==> config.mk <==
export PLATFORM = sky130hd
export DESIGN_NAME = pipe_ctrl
export DESIGN_NICKNAME = d
export VERILOG_FILES = /design/src/rtl/pipe_ctrl_pkg.sv /design/src/rtl/pipe_ctrl_hazard_det.sv /design/src/rtl/pipe_ctrl.sv
export SDC_FILE = /design/constraint.sdc
export NUM_CORES = 1
export LEC_CHECK = 0
export CORE_MARGIN = 3
export CORE_UTILIZATION = 37
export DETAILED_ROUTE_END_ITERATION = 8
export PLACE_DENSITY = 0.76
export SYNTH_ARGS = -nofsm -noshare
export SYNTH_HDL_FRONTEND = slang
export SYNTH_HIERARCHICAL = 1
export SYNTH_SLANG_ARGS = --single-unit
==> constraint.sdc <==
create_clock -name clk -period 3.5 [get_ports clk]
set_clock_uncertainty 0.1 [all_clocks]
set_input_delay 1.05 -clock clk [delete_from_list [all_inputs] [get_ports clk]]
set_output_delay 1.05 -clock clk [all_outputs]
set_load 0.005 [all_outputs]
==> src/rtl/pipe_ctrl_pkg.sv <==
// Shared definitions for the pipeline stall/flush sequencer.
//   PIPE_RUN / PIPE_MD   sequencer state encodings
//   MUL_LAT_DEF          default extra hold cycles for MUL ops
//   DIV_LAT_DEF          default extra hold cycles for DIV/REM ops
//   reg_addr_t           architectural register index
//   src_match()          one source-operand vs destination compare
package pipe_ctrl_pkg;

    localparam int REG_ADDR_W  = 5;
    localparam int MUL_LAT_DEF = 2;
    localparam int DIV_LAT_DEF = 33;

    typedef enum logic {
        PIPE_RUN = 1'b0,
        PIPE_MD  = 1'b1
    } pipe_state_e;

    typedef logic [REG_ADDR_W-1:0] reg_addr_t;

    function automatic logic src_match(input logic      ren,
                                       input reg_addr_t rs,
                                       input reg_addr_t rd);
        return ren && (rs == rd);
    endfunction

endpackage

==> src/rtl/pipe_ctrl_hazard_det.sv <==
// Combinational load-use detector.
//   id_rs1_ren/id_rs1_addr, id_rs2_ren/id_rs2_addr   ID source operands
//   ex_load, ex_rd_addr                              load currently in EX
//   ld_use                                           1 = ID needs the load result
module pipe_ctrl_hazard_det
    import pipe_ctrl_pkg::*;
(
    input  logic      id_rs1_ren,
    input  reg_addr_t id_rs1_addr,
    input  logic      id_rs2_ren,
    input  reg_addr_t id_rs2_addr,
    input  logic      ex_load,
    input  reg_addr_t ex_rd_addr,
    output logic      ld_use
);

    // x0 is hardwired to zero, so a load targeting it never creates a dependency.
    assign ld_use = ex_load && (ex_rd_addr != '0) &&
                    (src_match(id_rs1_ren, id_rs1_addr, ex_rd_addr) ||
                     src_match(id_rs2_ren, id_rs2_addr, ex_rd_addr));

endmodule

==> src/rtl/pipe_ctrl.sv <==
// Central stall/flush sequencer for the 5-stage pipeline.
// Inputs : clk, rstn (async, active-high), ID source operands, EX load/M-op/jump
//          info, MEM data-memory handshake (mem_cs, dmem_ready).
// Outputs: per-stage load enables (*_lden), per-stage bubble inserts (*_flush),
//          mul/div handshake (md_start, md_done, md_busy).
//
// state    | meaning
// ---------+-------------------------------------------------------------
// PIPE_RUN | normal flow; jump flush, load-use bubble, M-op launch
// PIPE_MD  | M-op held in EX; cnt counts remaining hold cycles to 0
module pipe_ctrl
    import pipe_ctrl_pkg::*;
#(
    parameter int MUL_LAT = MUL_LAT_DEF,
    parameter int DIV_LAT = DIV_LAT_DEF
) (
    input  logic      clk,
    input  logic      rstn,
    input  logic      id_rs1_ren,
    input  reg_addr_t id_rs1_addr,
    input  logic      id_rs2_ren,
    input  reg_addr_t id_rs2_addr,
    input  logic      ex_load,
    input  reg_addr_t ex_rd_addr,
    input  logic      ex_md_req,
    input  logic      ex_md_div,
    input  logic      ex_jump,
    input  logic      mem_cs,
    input  logic      dmem_ready,
    output logic      pc_lden,
    output logic      ifid_lden,
    output logic      idex_lden,
    output logic      exmem_lden,
    output logic      memwb_lden,
    output logic      ifid_flush,
    output logic      idex_flush,
    output logic      exmem_flush,
    output logic      memwb_flush,
    output logic      md_start,
    output logic      md_done,
    output logic      md_busy
);

    localparam int              CNT_W    = $clog2(DIV_LAT + 1);
    localparam logic [CNT_W-1:0] MUL_LOAD = CNT_W'(MUL_LAT - 1);
    localparam logic [CNT_W-1:0] DIV_LOAD = CNT_W'(DIV_LAT - 1);

    pipe_state_e      state, state_nxt;
    logic [CNT_W-1:0] cnt, cnt_nxt;
    logic             freeze;
    logic             ld_use;

    assign freeze = mem_cs && !dmem_ready;

    pipe_ctrl_hazard_det u_hazard_det (
        .id_rs1_ren  (id_rs1_ren),
        .id_rs1_addr (id_rs1_addr),
        .id_rs2_ren  (id_rs2_ren),
        .id_rs2_addr (id_rs2_addr),
        .ex_load     (ex_load),
        .ex_rd_addr  (ex_rd_addr),
        .ld_use      (ld_use)
    );

    always_ff @(posedge clk or posedge rstn) begin
        if (rstn) begin
            state <= PIPE_RUN;
            cnt   <= '0;
        end else begin
            state <= state_nxt;
            cnt   <= cnt_nxt;
        end
    end

    // A data-memory wait freezes the sequencer completely, so an M op's hold
    // time is measured in unfrozen cycles only.
    always_comb begin
        state_nxt = state;
        cnt_nxt   = cnt;
        if (!freeze) begin
            case (state)
                PIPE_RUN: begin
                    if (!ex_jump && ex_md_req) begin
                        state_nxt = PIPE_MD;
                        cnt_nxt   = ex_md_div ? DIV_LOAD : MUL_LOAD;
                    end
                end
                PIPE_MD: begin
                    if (cnt != '0) begin
                        cnt_nxt = cnt - CNT_W'(1);
                    end else begin
                        state_nxt = PIPE_RUN;
                    end
                end
                default: begin
                    state_nxt = PIPE_RUN;
                    cnt_nxt   = '0;
                end
            endcase
        end
    end

    always_comb begin
        pc_lden     = 1'b1;
        ifid_lden   = 1'b1;
        idex_lden   = 1'b1;
        exmem_lden  = 1'b1;
        memwb_lden  = 1'b1;
        ifid_flush  = 1'b0;
        idex_flush  = 1'b0;
        exmem_flush = 1'b0;
        memwb_flush = 1'b0;
        md_start    = 1'b0;
        md_done     = 1'b0;
        md_busy     = 1'b0;
        if (rstn) begin
            pc_lden     = 1'b0;
            ifid_lden   = 1'b0;
            idex_lden   = 1'b0;
            exmem_lden  = 1'b0;
            memwb_lden  = 1'b0;
            ifid_flush  = 1'b1;
            idex_flush  = 1'b1;
            exmem_flush = 1'b1;
            memwb_flush = 1'b1;
        end else if (freeze) begin
            // Everything up to MEM holds; WB receives a bubble.
            pc_lden     = 1'b0;
            ifid_lden   = 1'b0;
            idex_lden   = 1'b0;
            exmem_lden  = 1'b0;
            memwb_lden  = 1'b0;
            memwb_flush = 1'b1;
            md_busy     = (state == PIPE_MD);
        end else if (state == PIPE_MD) begin
            md_busy = 1'b1;
            if (cnt != '0) begin
                pc_lden     = 1'b0;
                ifid_lden   = 1'b0;
                idex_lden   = 1'b0;
                exmem_flush = 1'b1;
            end else begin
                md_done = 1'b1;
            end
        end else if (ex_jump) begin
            // Jump wins over a load-use stall: the dependent instruction is squashed.
            ifid_flush = 1'b1;
            idex_flush = 1'b1;
        end else if (ex_md_req) begin
            md_start    = 1'b1;
            pc_lden     = 1'b0;
            ifid_lden   = 1'b0;
            idex_lden   = 1'b0;
            exmem_flush = 1'b1;
        end else if (ld_use) begin
            pc_lden    = 1'b0;
            ifid_lden  = 1'b0;
            idex_flush = 1'b1;
        end
    end

endmodule

==> summary.md <==
| Metric | Value |
|---|---|
| End of the worst hold path | `cnt[5]` |
| Seq/Total Area, Yosys | `0.253` |
| CTS sink count | `7` |
| Status | `finished with violations` |
| Cell family with most CP delay | `simple AND/OR/NAND/NOR gates` |
| Register bit count reported by yosys | `7` |
| DRT Wirelength | `1960 um` |
| Yosys warnings | `6` |
| Post-Syn Instances | `83` |
| Hold Path Depth | `1` |
| Vias | `760` |
| Final Cycle Share | `1.02` |
| Total gr overflow | `0` |
| Worst path arrival time | `2.42 ns` |
| Avg Inst Size Synth | `8.35 um^2` |
| Initial antenna violation count | `0` |
| FFs w/ async S/R, synth | `1.00` |
| Post-synth EDFFs | `0` |
| FP Rows | `15` |
| Number of global-route vias before repair | `730` |
| Starting density of the core | `0.397` |
| Total GRT Usage | `0.177` |
| GPL Wtd Cong | `0.766` |
| VDD IR max | `0.298 mV` |
| Reg2reg start | `cnt[0]` |
| Die Area | `2430 um^2` |
| Crit path capture type | `output port` |
| Fin crit period | `around 3.6 ns` |
| Cell Pwr Density | `around 450 nW/um^2` |
| Slew margin rel. | `0.689` |
| Req. time, crit path | `2.35 ns` |
| Post-synthesis cell area | `693 um^2` |
| Fin. Hold Viols | `0` |
| Buf/Inv on CP | `2` |
| CP Max Fanout | `3` |
| Violated checks | `setup timing` |
| Reg-to-reg slack, setup | `1.65 ns` |
| Worst Min Path Start | `cnt[5]` |
| Max cap viols | `0` |
| Die width | `49.3 um` |
| Max Transition Viols Final | `0` |
| Crit Reg-Reg Endpoint | `cnt[2]` |
| # IOs | `37` |
| Final worst slack | `-0.0686 ns` |
| Area Growth Syn to Fin | `67.1%` |
| Total core area | `roughly 1700 um^2` |
| Remaining DRCs | `0` |
| CTS tree | `done` |
| Most common flop cell mapped by yosys | `dfrtp_1` |
| Ratio of cells with drive above 1 in the final layout | `0.394` |
| CTS buffer count | `3` |
| Setup tns final | `-0.134 ns` |
| Root buffer cell | `clkbuf_4` |
| Synthesized Nets | `110` |
| Final net count | `160` |
| Largest net degree at the start of global routing | `15` |
| Distinct cells, synth | `33` |
| Drt first-iter violations | `17` |
| Worst path cell trace | `buf_8 > xor2_1 > nor4_1 > nand3_1 > a21oi_2 > nor2_1 > o311a_1 > buf_2` |
| Peak Freq | `280 MHz` |
| RSZ-0062 raised after global routing | `true` |
| Detail Route Antenna Nets | `0` |
| Final antenna diode count | `0` |
| Leakage | `0.000547 uW` |
| Path depth of the worst reg2reg path | `7` |
| First-pass GRT wire length | `3370 um` |
| Hold Crit Class | `flip-flop to flip-flop` |
| Clock transition at path regs | `around 0.050 ns` |
| Initial DRT Pass Iterations | `4` |
| Maximum root-to-sink buffer count | `2` |
| Endpoints failing setup | `2` |
| WS Path Type | `primary input to output port` |
| Drt wl/cell | `~12 um` |
| DPL Wire Length | `approximately 1600 um` |
| Die Ht | `49.3 um` |
| Max incr delay on CP | `~0.32 ns` |
| Area of the multi-input gates | `504 um^2` |
| Hold buffer count at CTS | `0` |
| Port Buffers | `36` |
| H-tree Lvls | `1` |
| Clock Latency Late Sink | `0.25 ns` |
| Flip-flop and latch area | `175 um^2` |
| Kind of start point of the critical path | `primary input` |
| Slowest cell on the critical path | `nor4_1` |
| DR vias/cell | `4.84` |
| Actual slew at the worst max-slew pin | `0.466 ns` |
| Placement Setup Slack | `-0.783 ns` |
| FILL cells | `159` |
==> per-stage QoR <==
step                      power (uW)  utilization  hold WS [ns]  instance area (um^2)  std cells
after floorplan                  345            -         0.391                   693         83
after global placement           440        0.652         0.412                  1140        152
after detailed placement         455        0.652         0.439                  1140        152
after CTS                        522        0.654         0.454                  1140        156
after global routing             570        0.664         0.481                  1160        157
final                            520        0.664         0.450                  1160        157
==> worst max path at each step <==
| stage | cells past startpoint | slack [ns] | from | end |
|---|---|---|---|---|
| global route | 8 | -0.12 | ex_rd_addr[1] | ifid_lden |
| CTS | 9 | -0.14 | ex_rd_addr[1] | ifid_lden |
| global placement | 8 | -0.80 | ex_rd_addr[0] | ifid_lden |
| floorplan | 7 | 0.14 | ex_rd_addr[0] | pc_lden |
| finish | 8 | -0.07 | ex_rd_addr[1] | ifid_lden |
| detailed placement | 8 | -0.78 | ex_rd_addr[0] | ifid_lden |
==> worst reg2reg max path, delay by kind of cell (launching register included) <==
kind	cells	cell delay (ns)
fa+ha+maj	1	0.21
flops	1	0.42
compound gates	2	0.25
buf+inv	2	0.27
simple gates	2	0.52
==> synth_stat cells, drive strengths merged, types with 2 or more instances <==
cell    number  area (um^2)
nor2b        3         18.8
nand2        6         22.5
xor2         8         70.1
nor2         5         18.8
xnor2        2         17.5
dfrtp        7          175
buf          4         37.5
nand2b       3         18.8
nand3        2         10.0
ha           2         25.0
o21ai        7         35.0
inv          6         22.5
nor4         2         18.8
or3          7         52.6
a21oi        5         25.0
nor3         2         10.0
==> registers in the layout, indices dropped and copies added (netlist names) <==
register / count
state: 1
cnt: 6
==> layer usage <==
layer	track usage	wire length [um]	vias up	share of wire
met4	0.0379	0	0	0
li1	-	-	384	-
met1	0.231	839	350	0.43
met5	0	0	-	0
met3	0.0520	102	0	0.052
met2	0.286	1020	26	0.52
==> final cells by class <==
class,count,area share
multi-input combinational,66,0.435
tap,25,0.0270
clock buffer,4,0.0227
timing repair buffer,49,0.344
sequential,7,0.151
inverter,6,0.0194
==> power by group <==
part	internal (uW)	switching, uW
combinational	156	124
clock	43.6	31.8
sequential	117	47.8
==> placed cells by master, fill, tap and decap left out, drive strengths merged, types with 2 or more instances in the layout <==
| cell | synthesis | routed |
|---|---|---|
| nand3 | 2 | 2 |
| xnor2 | 2 | 2 |
| a21oi | 5 | 5 |
| buf | 4 | 24 |
| ha | 2 | 2 |
| nor2b | 3 | 3 |
| dlygate4sd2 | 0 | 7 |
| or3 | 7 | 7 |
| clkbuf | 0 | 10 |
| clkdlybuf4s50 | 0 | 10 |
| dfrtp | 7 | 7 |
| nand2b | 3 | 3 |
| o21ai | 7 | 7 |
| xor2 | 8 | 8 |
| inv | 6 | 6 |
| nand2 | 6 | 6 |
| nor2 | 5 | 5 |
| nor3 | 2 | 2 |
| nor4 | 2 | 2 |
==> repair_timing <==
item                                    4_1_cts  5_1_grt
pin swaps                                    12       14
endpoints found under the setup margin       11        8
setup buffers                                 0        1
gates resized for setup                      73       18
==> cells by family after synthesis <==
logic type / share of synthesized area
adders and majority gates: 0.0361
DFF: 0.253
AOI/OAI and AO/OA: 0.197
and+or+nand+nor: 0.301
xor gates and xnor gates: 0.126
buffers and inverters: 0.0866
(Power assumes the default switching activity.)
